--- src/rtl/alu_bitserial_seq_pkg.sv ---
// Shared encodings for the bit-serial ALU: control codes, slice ops, FSM states
// and the control-code decode used by the sequencer.
package alu_bitserial_seq_pkg;

    localparam logic [3:0] CTL_AND  = 4'b0000;
    localparam logic [3:0] CTL_OR   = 4'b0001;
    localparam logic [3:0] CTL_ADD  = 4'b0010;
    localparam logic [3:0] CTL_SUB  = 4'b0110;
    localparam logic [3:0] CTL_SLT  = 4'b0111;
    localparam logic [3:0] CTL_NOR  = 4'b1100;
    localparam logic [3:0] CTL_NAND = 4'b1101;

    typedef enum logic [1:0] {
        OP_AND  = 2'b00,
        OP_LESS = 2'b01,
        OP_OR   = 2'b10,
        OP_ADD  = 2'b11
    } slice_op_e;

    typedef enum logic [1:0] {S_IDLE, S_RUN, S_DONE} state_e;

    // How the final flags and result are formed once the last bit is through.
    typedef enum logic [1:0] {K_LOGIC, K_ARITH, K_SLT, K_BAD} kind_e;

    typedef struct packed {
        logic      ainv;
        logic      binv;
        slice_op_e op;
        kind_e     kind;
    } slice_ctl_t;

    function automatic logic init_carry(input logic [3:0] c);
        return (c == CTL_SUB) || (c == CTL_SLT);
    endfunction

    function automatic slice_ctl_t decode_ctl(input logic [3:0] c);
        slice_ctl_t d;
        d = '{ainv: 1'b0, binv: 1'b0, op: OP_AND, kind: K_BAD};
        case (c)
            CTL_AND:  d.kind = K_LOGIC;
            CTL_OR:   begin d.op = OP_OR;  d.kind = K_LOGIC; end
            CTL_ADD:  begin d.op = OP_ADD; d.kind = K_ARITH; end
            CTL_SUB:  begin d.binv = 1'b1; d.op = OP_ADD; d.kind = K_ARITH; end
            CTL_SLT:  begin d.binv = 1'b1; d.op = OP_ADD; d.kind = K_SLT; end
            CTL_NOR:  begin d.ainv = 1'b1; d.binv = 1'b1; d.kind = K_LOGIC; end
            CTL_NAND: begin d.ainv = 1'b1; d.binv = 1'b1; d.op = OP_OR; d.kind = K_LOGIC; end
            default:  ;
        endcase
        return d;
    endfunction

endpackage

--- src/rtl/alu_bitserial_seq_if.sv ---
// Request/response bundle of the bit-serial ALU.
interface alu_bitserial_seq_if #(parameter int WIDTH = 32);
    logic             start;
    logic [WIDTH-1:0] src1;
    logic [WIDTH-1:0] src2;
    logic [3:0]       ALU_control;
    logic             busy;
    logic             done;
    logic [WIDTH-1:0] result;
    logic             zero;
    logic             cout;
    logic             overflow;

    modport master (output start, src1, src2, ALU_control,
                    input  busy, done, result, zero, cout, overflow);
    modport slave  (input  start, src1, src2, ALU_control,
                    output busy, done, result, zero, cout, overflow);
endinterface

--- src/rtl/alu_bitserial_seq_alu_1bit.sv ---
// One-bit ALU slice: optional operand inversion, and/or/add with ripple carry,
// plus the Less pass-through.
module ALU_1bit
    import alu_bitserial_seq_pkg::*;
(
    input  logic       a,
    input  logic       b,
    input  logic       Ainvert,
    input  logic       Binvert,
    input  logic       CarryIn,
    input  logic       Less,
    input  logic [1:0] operation,
    output logic       Result,
    output logic       CarryOut
);
    logic aa, bb;

    assign aa       = a ^ Ainvert;
    assign bb       = b ^ Binvert;
    assign CarryOut = (aa & bb) | (aa & CarryIn) | (bb & CarryIn);

    always_comb begin
        Result = aa ^ bb ^ CarryIn;
        case (operation)
            OP_AND:  Result = aa & bb;
            OP_LESS: Result = Less;
            OP_OR:   Result = aa | bb;
            default: Result = aa ^ bb ^ CarryIn;
        endcase
    end
endmodule

--- src/rtl/alu_bitserial_seq.sv ---
// Bit-serial WIDTH-bit ALU: latches operands, walks one ALU_1bit slice LSB first
// with the carry kept in a flop, then publishes result and flags for one done cycle.
module alu_bitserial_seq
    import alu_bitserial_seq_pkg::*;
#(
    parameter int WIDTH = 32
) (
    input  logic               clk,
    input  logic               rst,
    alu_bitserial_seq_if.slave bus
);
    localparam int IDX_W = $clog2(WIDTH);

    state_e           state, state_nxt;
    logic [WIDTH-1:0] a_q, b_q, acc;
    logic [3:0]       ctl_q;
    logic [IDX_W-1:0] idx;
    logic             carry_q;
    logic             last;
    slice_ctl_t       dec_q;
    logic             s_res, s_cout;

    logic [WIDTH-1:0] acc_nxt, res_fin;
    logic             fin_cout, fin_ovf, slt_set;

    logic [WIDTH-1:0] result_q;
    logic             zero_q, cout_q, ovf_q;

    assign dec_q = decode_ctl(ctl_q);
    assign last  = (idx == IDX_W'(WIDTH - 1));

    ALU_1bit u_slice (
        .a         (a_q[idx]),
        .b         (b_q[idx]),
        .Ainvert   (dec_q.ainv),
        .Binvert   (dec_q.binv),
        .CarryIn   (carry_q),
        .Less      (1'b0),
        .operation (dec_q.op),
        .Result    (s_res),
        .CarryOut  (s_cout)
    );

    always_ff @(posedge clk or posedge rst) begin
        if (rst) state <= S_IDLE;
        else     state <= state_nxt;
    end

    always_comb begin
        state_nxt = state;
        case (state)
            S_IDLE:  if (bus.start) state_nxt = S_RUN;
            S_RUN:   if (last)      state_nxt = S_DONE;
            S_DONE:  state_nxt = S_IDLE;
            default: state_nxt = S_IDLE;
        endcase
    end

    // Final-bit view: on the last RUN edge carry_q is the carry into the MSB
    // and s_cout the carry out of it, so overflow is their xor.
    always_comb begin
        acc_nxt  = {s_res, acc[WIDTH-1:1]};
        slt_set  = s_res ^ carry_q ^ s_cout;
        res_fin  = '0;
        fin_cout = 1'b0;
        fin_ovf  = 1'b0;
        case (dec_q.kind)
            K_LOGIC: res_fin = acc_nxt;
            K_ARITH: begin
                res_fin  = acc_nxt;
                fin_cout = s_cout;
                fin_ovf  = carry_q ^ s_cout;
            end
            K_SLT:   res_fin = {{(WIDTH-1){1'b0}}, slt_set};
            default: ;
        endcase
    end

    always_ff @(posedge clk or posedge rst) begin
        if (rst) begin
            a_q      <= '0;
            b_q      <= '0;
            ctl_q    <= '0;
            idx      <= '0;
            carry_q  <= 1'b0;
            acc      <= '0;
            result_q <= '0;
            zero_q   <= 1'b0;
            cout_q   <= 1'b0;
            ovf_q    <= 1'b0;
        end else begin
            case (state)
                S_IDLE: if (bus.start) begin
                    a_q     <= bus.src1;
                    b_q     <= bus.src2;
                    ctl_q   <= bus.ALU_control;
                    carry_q <= init_carry(bus.ALU_control);
                    idx     <= '0;
                end
                S_RUN: begin
                    acc     <= acc_nxt;
                    carry_q <= s_cout;
                    if (last) begin
                        result_q <= res_fin;
                        zero_q   <= (res_fin == '0);
                        cout_q   <= fin_cout;
                        ovf_q    <= fin_ovf;
                    end else begin
                        idx <= idx + IDX_W'(1);
                    end
                end
                default: ;
            endcase
        end
    end

    assign bus.busy     = (state != S_IDLE);
    assign bus.done     = (state == S_DONE);
    assign bus.result   = result_q;
    assign bus.zero     = zero_q;
    assign bus.cout     = cout_q;
    assign bus.overflow = ovf_q;
endmodule
--- src/flat_wrapper.sv ---
// flat-port wrapper written by rule: the top's interface ports become plain ports
module alu_bitserial_seq_flat import alu_bitserial_seq_pkg::*;
#(
    parameter int WIDTH = 32
)
  (clk, rst, bus_start, bus_src1, bus_src2, bus_ALU_control, bus_busy, bus_done, bus_result, bus_zero, bus_cout, bus_overflow);
  alu_bitserial_seq_if #(.WIDTH(WIDTH)) bus_i ();
  input  logic clk;
  input  logic rst;
  input wire logic [$bits(bus_i.start)-1:0] bus_start;
  input wire logic [$bits(bus_i.src1)-1:0] bus_src1;
  input wire logic [$bits(bus_i.src2)-1:0] bus_src2;
  input wire logic [$bits(bus_i.ALU_control)-1:0] bus_ALU_control;
  output wire logic [$bits(bus_i.busy)-1:0] bus_busy;
  output wire logic [$bits(bus_i.done)-1:0] bus_done;
  output wire logic [$bits(bus_i.result)-1:0] bus_result;
  output wire logic [$bits(bus_i.zero)-1:0] bus_zero;
  output wire logic [$bits(bus_i.cout)-1:0] bus_cout;
  output wire logic [$bits(bus_i.overflow)-1:0] bus_overflow;
  assign bus_i.start = bus_start;
  assign bus_i.src1 = bus_src1;
  assign bus_i.src2 = bus_src2;
  assign bus_i.ALU_control = bus_ALU_control;
  assign bus_busy = bus_i.busy;
  assign bus_done = bus_i.done;
  assign bus_result = bus_i.result;
  assign bus_zero = bus_i.zero;
  assign bus_cout = bus_i.cout;
  assign bus_overflow = bus_i.overflow;
  alu_bitserial_seq #(.WIDTH(WIDTH)) u_core (.clk(clk), .rst(rst), .bus(bus_i));
endmodule
--- config.mk ---
export PLATFORM = sky130hd
export DESIGN_NAME = alu_bitserial_seq_flat
export DESIGN_NICKNAME = d
export VERILOG_FILES = /design/src/rtl/alu_bitserial_seq_pkg.sv /design/src/rtl/alu_bitserial_seq_if.sv /design/src/rtl/alu_bitserial_seq_alu_1bit.sv /design/src/rtl/alu_bitserial_seq.sv /design/src/flat_wrapper.sv
export SDC_FILE = /design/constraint.sdc
export NUM_CORES = 1
export LEC_CHECK = 0
export CAP_MARGIN = 20
export CORE_UTILIZATION = 39
export DETAILED_ROUTE_END_ITERATION = 8
export GPL_TIMING_DRIVEN = 0
export PLACE_DENSITY = 0.68
export SETUP_SLACK_MARGIN = 0.4
export SKIP_LAST_GASP = 1
export SYNTH_ARGS = -nofsm -noshare
export SYNTH_HDL_FRONTEND = slang
export SYNTH_SLANG_ARGS = --single-unit
--- constraint.sdc ---
create_clock -name clk -period 10.91 [get_ports clk]
set_input_delay 2.182 -clock clk [delete_from_list [all_inputs] [get_ports clk]]
set_output_delay 2.182 -clock clk [all_outputs]
set_load 0.02 [all_outputs]
==> impl_results.md, run 1 <==
- Via count: 5187
- Required time at the worst-slack endpoint: 11270 ps
- Reg-to-reg critical path endpoint: u_core.bus.zero
- Period minus WS final: between 3000 and 4000 ps
- CTS tree: done
- Post-synthesis xor/xnor area fraction: 1.23%
- Largest family of logic cells by synthesized area: simple AND/OR/NAND/NOR gates
- Leak: between 4 and 5 nW
- First-pass GRT wire length: 24800 um
- Port Buffers: 107
- Cts bufs inserted: 17
- Synth-to-layout area growth: 30.4%
- Synth Area in Adders: less than 1%
- Final Skew: around 7.0 ps
- Register area share after synthesis: between 50 and 60%
- Number of max-cap violations: 0
- Setup crit end kind: flip-flop
- Post-synthesis mux area share: ~5.2%
- Setup crit end: u_core.a_q[16]
- Inserted Diodes: 0
- Crit-path max FO: 10
- WL/cell: 13.5 um
- Critical path's slowest cell: clkdlybuf4s50_1
- Average size of a mapped cell: between 8 and 9 um^2
- Setup TNS: 0 ps
- Initial antenna violation count: 0
- Power Density: around 280 nW/um^2
- Distinct cell type count after synthesis: 48
- Fill cells: ~1.5k
- Routed Antenna Nets: 0
- Final hold vios: 0
- H-tree levels: 4
- Final period utilization: a little over a third
- Mapped Area: ~6400 um^2
- Die Wd: roughly 130 um
- Drt initial violations: 319
- Hold slack final: between 400 and 500 ps
- RSZ-0062 raised after global routing: no
- Critical Path Start Type: input port
- Fmax: ~260 MHz
- Largest stage delay, worst path: between 400 and 500 ps
- DP Area: just under 8000 um^2
- Design Power: between 2 and 2.5 mW
- Detailed Route WL: 14800 um
- Dpl hpwl: around 10000 um
- Setup bufs post-CTS: 0
- Worst-Margin Slew: 741 ps
- Hold Crit Class: reg2reg
- Final setup viols: 0
- Worst Path Arrival: 4210 ps
- Post-cts sizing count: 0
- Worst Setup SP: bus_start
- Die height: 130 um
- Overall global routing resource usage: ~19%
- Fraction of layout cells with a size suffix above 1: approximately 5.3%
- Seq cells post-synth: 142
- Pin count of the biggest net entering global routing: 93
- Gpl congestion: roughly 0.8
- Via/cell ratio: around 4.8
- FFs w/ async S/R, synth: 100%
- CP cell instances: clkdlybuf4s50_1, and2_1, clkbuf_1, clkbuf_1, buf_1, nand2_1, nand2_1
- Slew headroom: 50.4%
- Core area: 15900 um^2
- Post-synthesis compound-gate area fraction: 5.06%
- Std-Cell Rows: between 40 and 50
- Yosys warns: 0
- Nets: ~940
- Clock root cell: clkbuf_16
- Maximum VDD drop: ~160 uV
- Initial core utilization: 40.2%
- Final instance area: 8360 um^2
- Clock Tree Buf Depth: 2
- Reg-to-Reg Start: u_core.idx[0]
- HP Start: u_core.bus.result[2]
- Die area: ~17000 um^2
- I/O pin count: around 110
- Vias in the first global route: ~5.1k
- # clock sinks: roughly 140
- R2r setup slk: a little over 7000 ps
- Simple-gate portion of the synthesized area: 28.8%
- First-pass DRT Iterations: 4
- Syn Nets: approximately 810
- Number of synthesized flops with an enable pin: 0
- Hold_buf cts: 0
- Total gr overflow: 0
- Cells after Synth: approximately 740
- Clock-pin slew on the worst setup and hold paths: ~60 ps
- Crit Path Class: in2reg
- Status: finished clean
- Worst-skew pair later-pin latency: approximately 430 ps
- Slew Limit Fails: 0
- Reg2Reg Depth: 13
- Top FF cell, synth: dfrtp_1
- DRC: 0
flip-flops by register name (all words and copies together) (netlist names):
name / flops
u_core.acc: 31
u_core.b_q: 32
u_core.idx: 5
u_core.ctl_q: 4
u_core.bus.cout: 1
u_core.bus.result: 32
u_core.bus.overflow: 1
u_core.carry_q: 1
u_core.bus.zero: 1
u_core.state: 2
u_core.a_q: 32
through the flow:
step | std cells | utilization [%] | worst slack [ps]
detailed placement | 1059 | 48.8 | 6580
floorplan | 735 | - | 4920
finish | 1091 | 52.4 | 7060
global route | 1091 | 52.4 | 6870
CTS | 1091 | 52.4 | 7000
global placement | 1058 | 48.6 | 2960
metal layers:
metal	GRT usage [%]	vias up	share of wire, %
met2	33.3	125	50
met3	3.90	19	4.3
met1	23.5	2412	44
met4	7.39	0	1.5
li1	-	2631	-
met5	0	-	0
critical path, delay by kind of cell:
family	cells	cell delay, ps
buffers and inverters	4	1710
and+or+nand+nor	3	320
cell usage in the layout, fill, tap and decap left out, types with 2 or more instances in the layout:
master	count
o21ai_1	3
clkbuf_16	17
nand2_1	370
clkbuf_1	36
xor2_1	3
nor2b_1	6
o21ai_0	7
a22o_1	2
and3_1	3
mux2i_1	32
nand2b_1	5
buf_6	3
buf_1	2
clkbuf_2	2
a31oi_1	3
nor2_1	14
nor4_1	8
o22ai_1	2
inv_1	5
nand3b_1	2
a21oi_1	5
and2_1	2
a22oi_1	16
nand4_1	4
clkbuf_8	6
clkdlybuf4s50_1	107
dfrtp_1	142
nand3_1	34
nor3_1	2
ha_1	3
clkinv_2	5
worst min-delay path by stage:
stage                             to  slack (ps)  cells after the start
6_report        u_core.bus.result[2]         460                      2
5_1_grt        u_core.bus.result[11]         490                      2
4_1_cts         u_core.bus.result[8]         470                      2
3_5_place_dp    u_core.bus.result[8]         460                      2
3_3_place_gp   u_core.bus.result[24]         450                      2
2_1_floorplan          u_core.a_q[0]         440                      2
kinds of logic (layout without fill, tap and decap cells):
group,count (synthesis),after routing
flops,142,142
xor+xnor,6,6
buf+inv,49,189
fa+ha+maj,4,4
compound gates,47,47
simple gates,454,454
mux,33,33
cell usage after synthesis, types with 2 or more instances:
library cell	number	area, um^2
and2_1	2	12.5
o22ai_1	2	12.5
nand2b_1	5	31.3
nor3_1	2	10.0
ha_1	3	37.5
mux2i_1	32	320
nand3b_1	2	15.0
nor4_1	8	50.1
a22o_1	2	17.5
nand4_1	4	25.0
buf_6	3	33.8
clkbuf_2	2	10.0
nand2_1	370	1390
a21oi_1	5	25.0
a22oi_1	16	120
buf_1	2	7.51
nor2_1	14	52.6
o21ai_0	7	35.0
xor2_1	3	26.3
clkbuf_1	33	124
a31oi_1	3	18.8
inv_1	6	22.5
nand3_1	34	170
nor2b_1	6	37.5
o21ai_1	3	15.0
and3_1	3	18.8
dfrtp_1	142	3550
layout make-up:
class	instances	area (um^2)	share of cell area (%)
plain buffers	42	200	2.40
clock inverters	6	55.1	0.659
well taps	216	270	3.23
flip-flops and latches	142	3550	42.5
multi-input cells	544	2630	31.5
inverters	7	31.3	0.374
repair buffers	108	1100	13.1
clock buffers	26	519	6.21
where the power goes:
part | switching [mW] | internal (mW)
sequential | 0.142 | 0.729
combinational | 0.558 | 0.389
clock | 0.207 | 0.348
Note: power is estimated with default switching activity, not from simulation.
==> run 2, diff against run 1 <==
==> constraint.sdc (replaced) <==
create_clock -name clk -period 3.7 [get_ports clk]
set_input_delay 0.74 -clock clk [delete_from_list [all_inputs] [get_ports clk]]
set_output_delay 0.74 -clock clk [all_outputs]
set_load 0.02 [all_outputs]
==> impl_results.md, run 2 (synthesized netlist as in run 1, its figures left out) <==
- First-pass GRT wire length: 25600 um (+3.3%)
- WL/cell: 14.1 um (+3.9%)
- Via/cell ratio: 4.84 (+1.7%)
- Worst-skew pair later-pin latency: 420 ps (about the same)
- Slew Limit Fails: 0 (unchanged)
- Number of max-cap violations: 0 (unchanged)
- Slew headroom: 60.7% (+10 points)
- Clock Tree Buf Depth: 2 (unchanged)
- Inserted Diodes: 0 (unchanged)
- Initial core utilization: 40.2% (unchanged)
- Status: finished clean
- Final hold vios: 0 (unchanged)
- Die Wd: 130 um (unchanged)
- Port Buffers: 107 (unchanged)
- Most common cell after layout, fill and taps aside: nand2_1
- H-tree levels: 4 (unchanged)
- DRC: 0 (unchanged)
- Period minus WS final: 3220 ps
- Fraction of layout cells with a size suffix above 1: 8.15% (+2.9 points)
- Synth-to-layout area growth: 34.9%
- Core area: 15900 um^2 (unchanged)
- Pin count of the biggest net entering global routing: 43 (-54%)
- Die height: 130 um (unchanged)
- CTS tree: done
- Dpl hpwl: 10600 um (+1.5%)
- Crit Path Class: reg2reg
- Critical Path Start Type: flip-flop
- Gpl congestion: 0.782 (about the same)
- Setup crit end kind: flip-flop
- Hold slack final: 462 ps (+0.961 ps)
- Layout Utilization: 54.2% (+1.8 points)
- Cts bufs inserted: 17 (unchanged)
- Required time at the worst-slack endpoint: 4010 ps (-7260 ps)
- Hold Crit Class: reg2reg
- Overall global routing resource usage: 19.9% (+0.71 points)
- Fmax: around 310 MHz
- Drt initial violations: 259 (-19%)
- Leak: 4.25 nW (+1.7%)
- Crit-path max FO: 10 (unchanged)
- Final Skew: 5.02 ps (-1.97 ps)
- Worst-Margin Slew: 583 ps (-157 ps)
- Initial antenna violation count: 0 (unchanged)
- Routed Antenna Nets: 0 (unchanged)
- Maximum VDD drop: 477 uV (+190%)
- Nets: 944 (+0.85%)
- Detailed Route WL: 15500 um (+4.7%)
- Std-Cell Rows: 46 (unchanged)
- I/O pin count: 108 (unchanged)
- Worst Path Arrival: 3530 ps (-680 ps)
- Total gr overflow: 0 (unchanged)
- Largest stage delay, worst path: 480 ps (about the same)
- # clock sinks: 142 (unchanged)
- Die area: 16900 um^2 (unchanged)
- Vias in the first global route: 5243 (+2.6%)
- Most frequent cells in the layout: 368 x nand2_1, 141 x dfrtp_1, 107 x clkdlybuf4s50_1
- Final period utilization: just under 90%
- Clock-pin slew on the worst setup and hold paths: 60 ps (about the same)
- Via count: 5314 (+2.4%)
- CP cell instances: buf_8, buf_12, mux2i_4, a22oi_2, nand2_2, o22ai_4, nor2_4, xor2_4, ha_4, xnor2_1, a31oi_1, o22a_1, inv_1, or4_4, o211a_1
- Final setup viols: 0 (unchanged)
- Critical path's slowest cell: or4_4
- RSZ-0062 raised after global routing: no
- Clock root cell: clkbuf_16
- First-pass DRT Iterations: 4 (unchanged)
- Power Density: 878 nW/um^2 (+210%)
run 2: per-stage QoR:
step                      setup WS (ps)  power [mW]  instances  area (um^2)  TNS, ps
final                               476        7.59       1099         8650        0
after detailed placement           76.2        5.41       1061         7810        0
after global placement            -34.7        5.32       1058         7750    -4370
after global routing                383        8.13       1099         8650        0
after floorplan                     565        4.56        735         6410        0
after CTS                           414        7.34       1095         8480        0
run 2: repair_timing:
action / CTS / global route
hold endpoints to repair: 0 / 0
cloned: 0 / 2
setup buffers: 2 / 2
hold buffers: 0 / 0
pin swaps: 1 / 6
resized for setup: 5 / 23
endpoints found under the setup margin: 2 / 2
run 2: report_power, final:
| group | switching [mW] | leakage (nW) | internal (mW) |
|---|---|---|---|
| Clock | 0.664 | 0.295 | 1.12 |
| Sequential | 0.453 | 1.83 | 2.15 |
| Combinational | 1.80 | 2.12 | 1.40 |
| Total | 2.92 | 4.25 | 4.67 |
run 2: worst paths after layout:
check | depth (start not counted) | startpoint | to | slack (ps)
max | 15 | u_core.idx[1] | u_core.bus.zero | 480
max in group asynchronous | 4 | rst | u_core.a_q[11] | 2100
min in group asynchronous | 2 | rst | u_core.bus.result[13] | 730
max reg2reg | 15 | u_core.idx[1] | u_core.bus.zero | 480
min reg2reg | 2 | u_core.bus.result[25] | u_core.bus.result[25] | 460
min | 2 | u_core.bus.result[25] | u_core.bus.result[25] | 460
run 2: metal layers:
metal / share of wire [%] / track usage [%] / vias up
li1: - / - / 2647
met1: 44 / 24.9 / 2510
met2: 50 / 33.5 / 134
met3: 3.6 / 3.98 / 23
met4: 2.2 / 8.55 / 0
met5: 0 / 0 / -
run 2: critical path, delay by kind of cell, from the launching register on:
family | cells | cell delay (ps)
AND/OR/NAND/NOR | 3 | 750
AO/OA/AOI/OAI | 5 | 730
buffers and inverters | 3 | 400
flip-flops | 1 | 390
XOR/XNOR | 2 | 340
multiplexers | 1 | 270
adder cells (fa/ha/maj) | 1 | 230
run 2: area by class of cell:
cell class,count,area [um^2]
well taps,216,270
inverters,7,30.0
clock inverters,15,196
clock buffers,17,425
flip-flops and latches,142,3550
plain buffers,42,221
fillers,1503,7300
repair buffers,116,1210
multi-input cells,544,2740
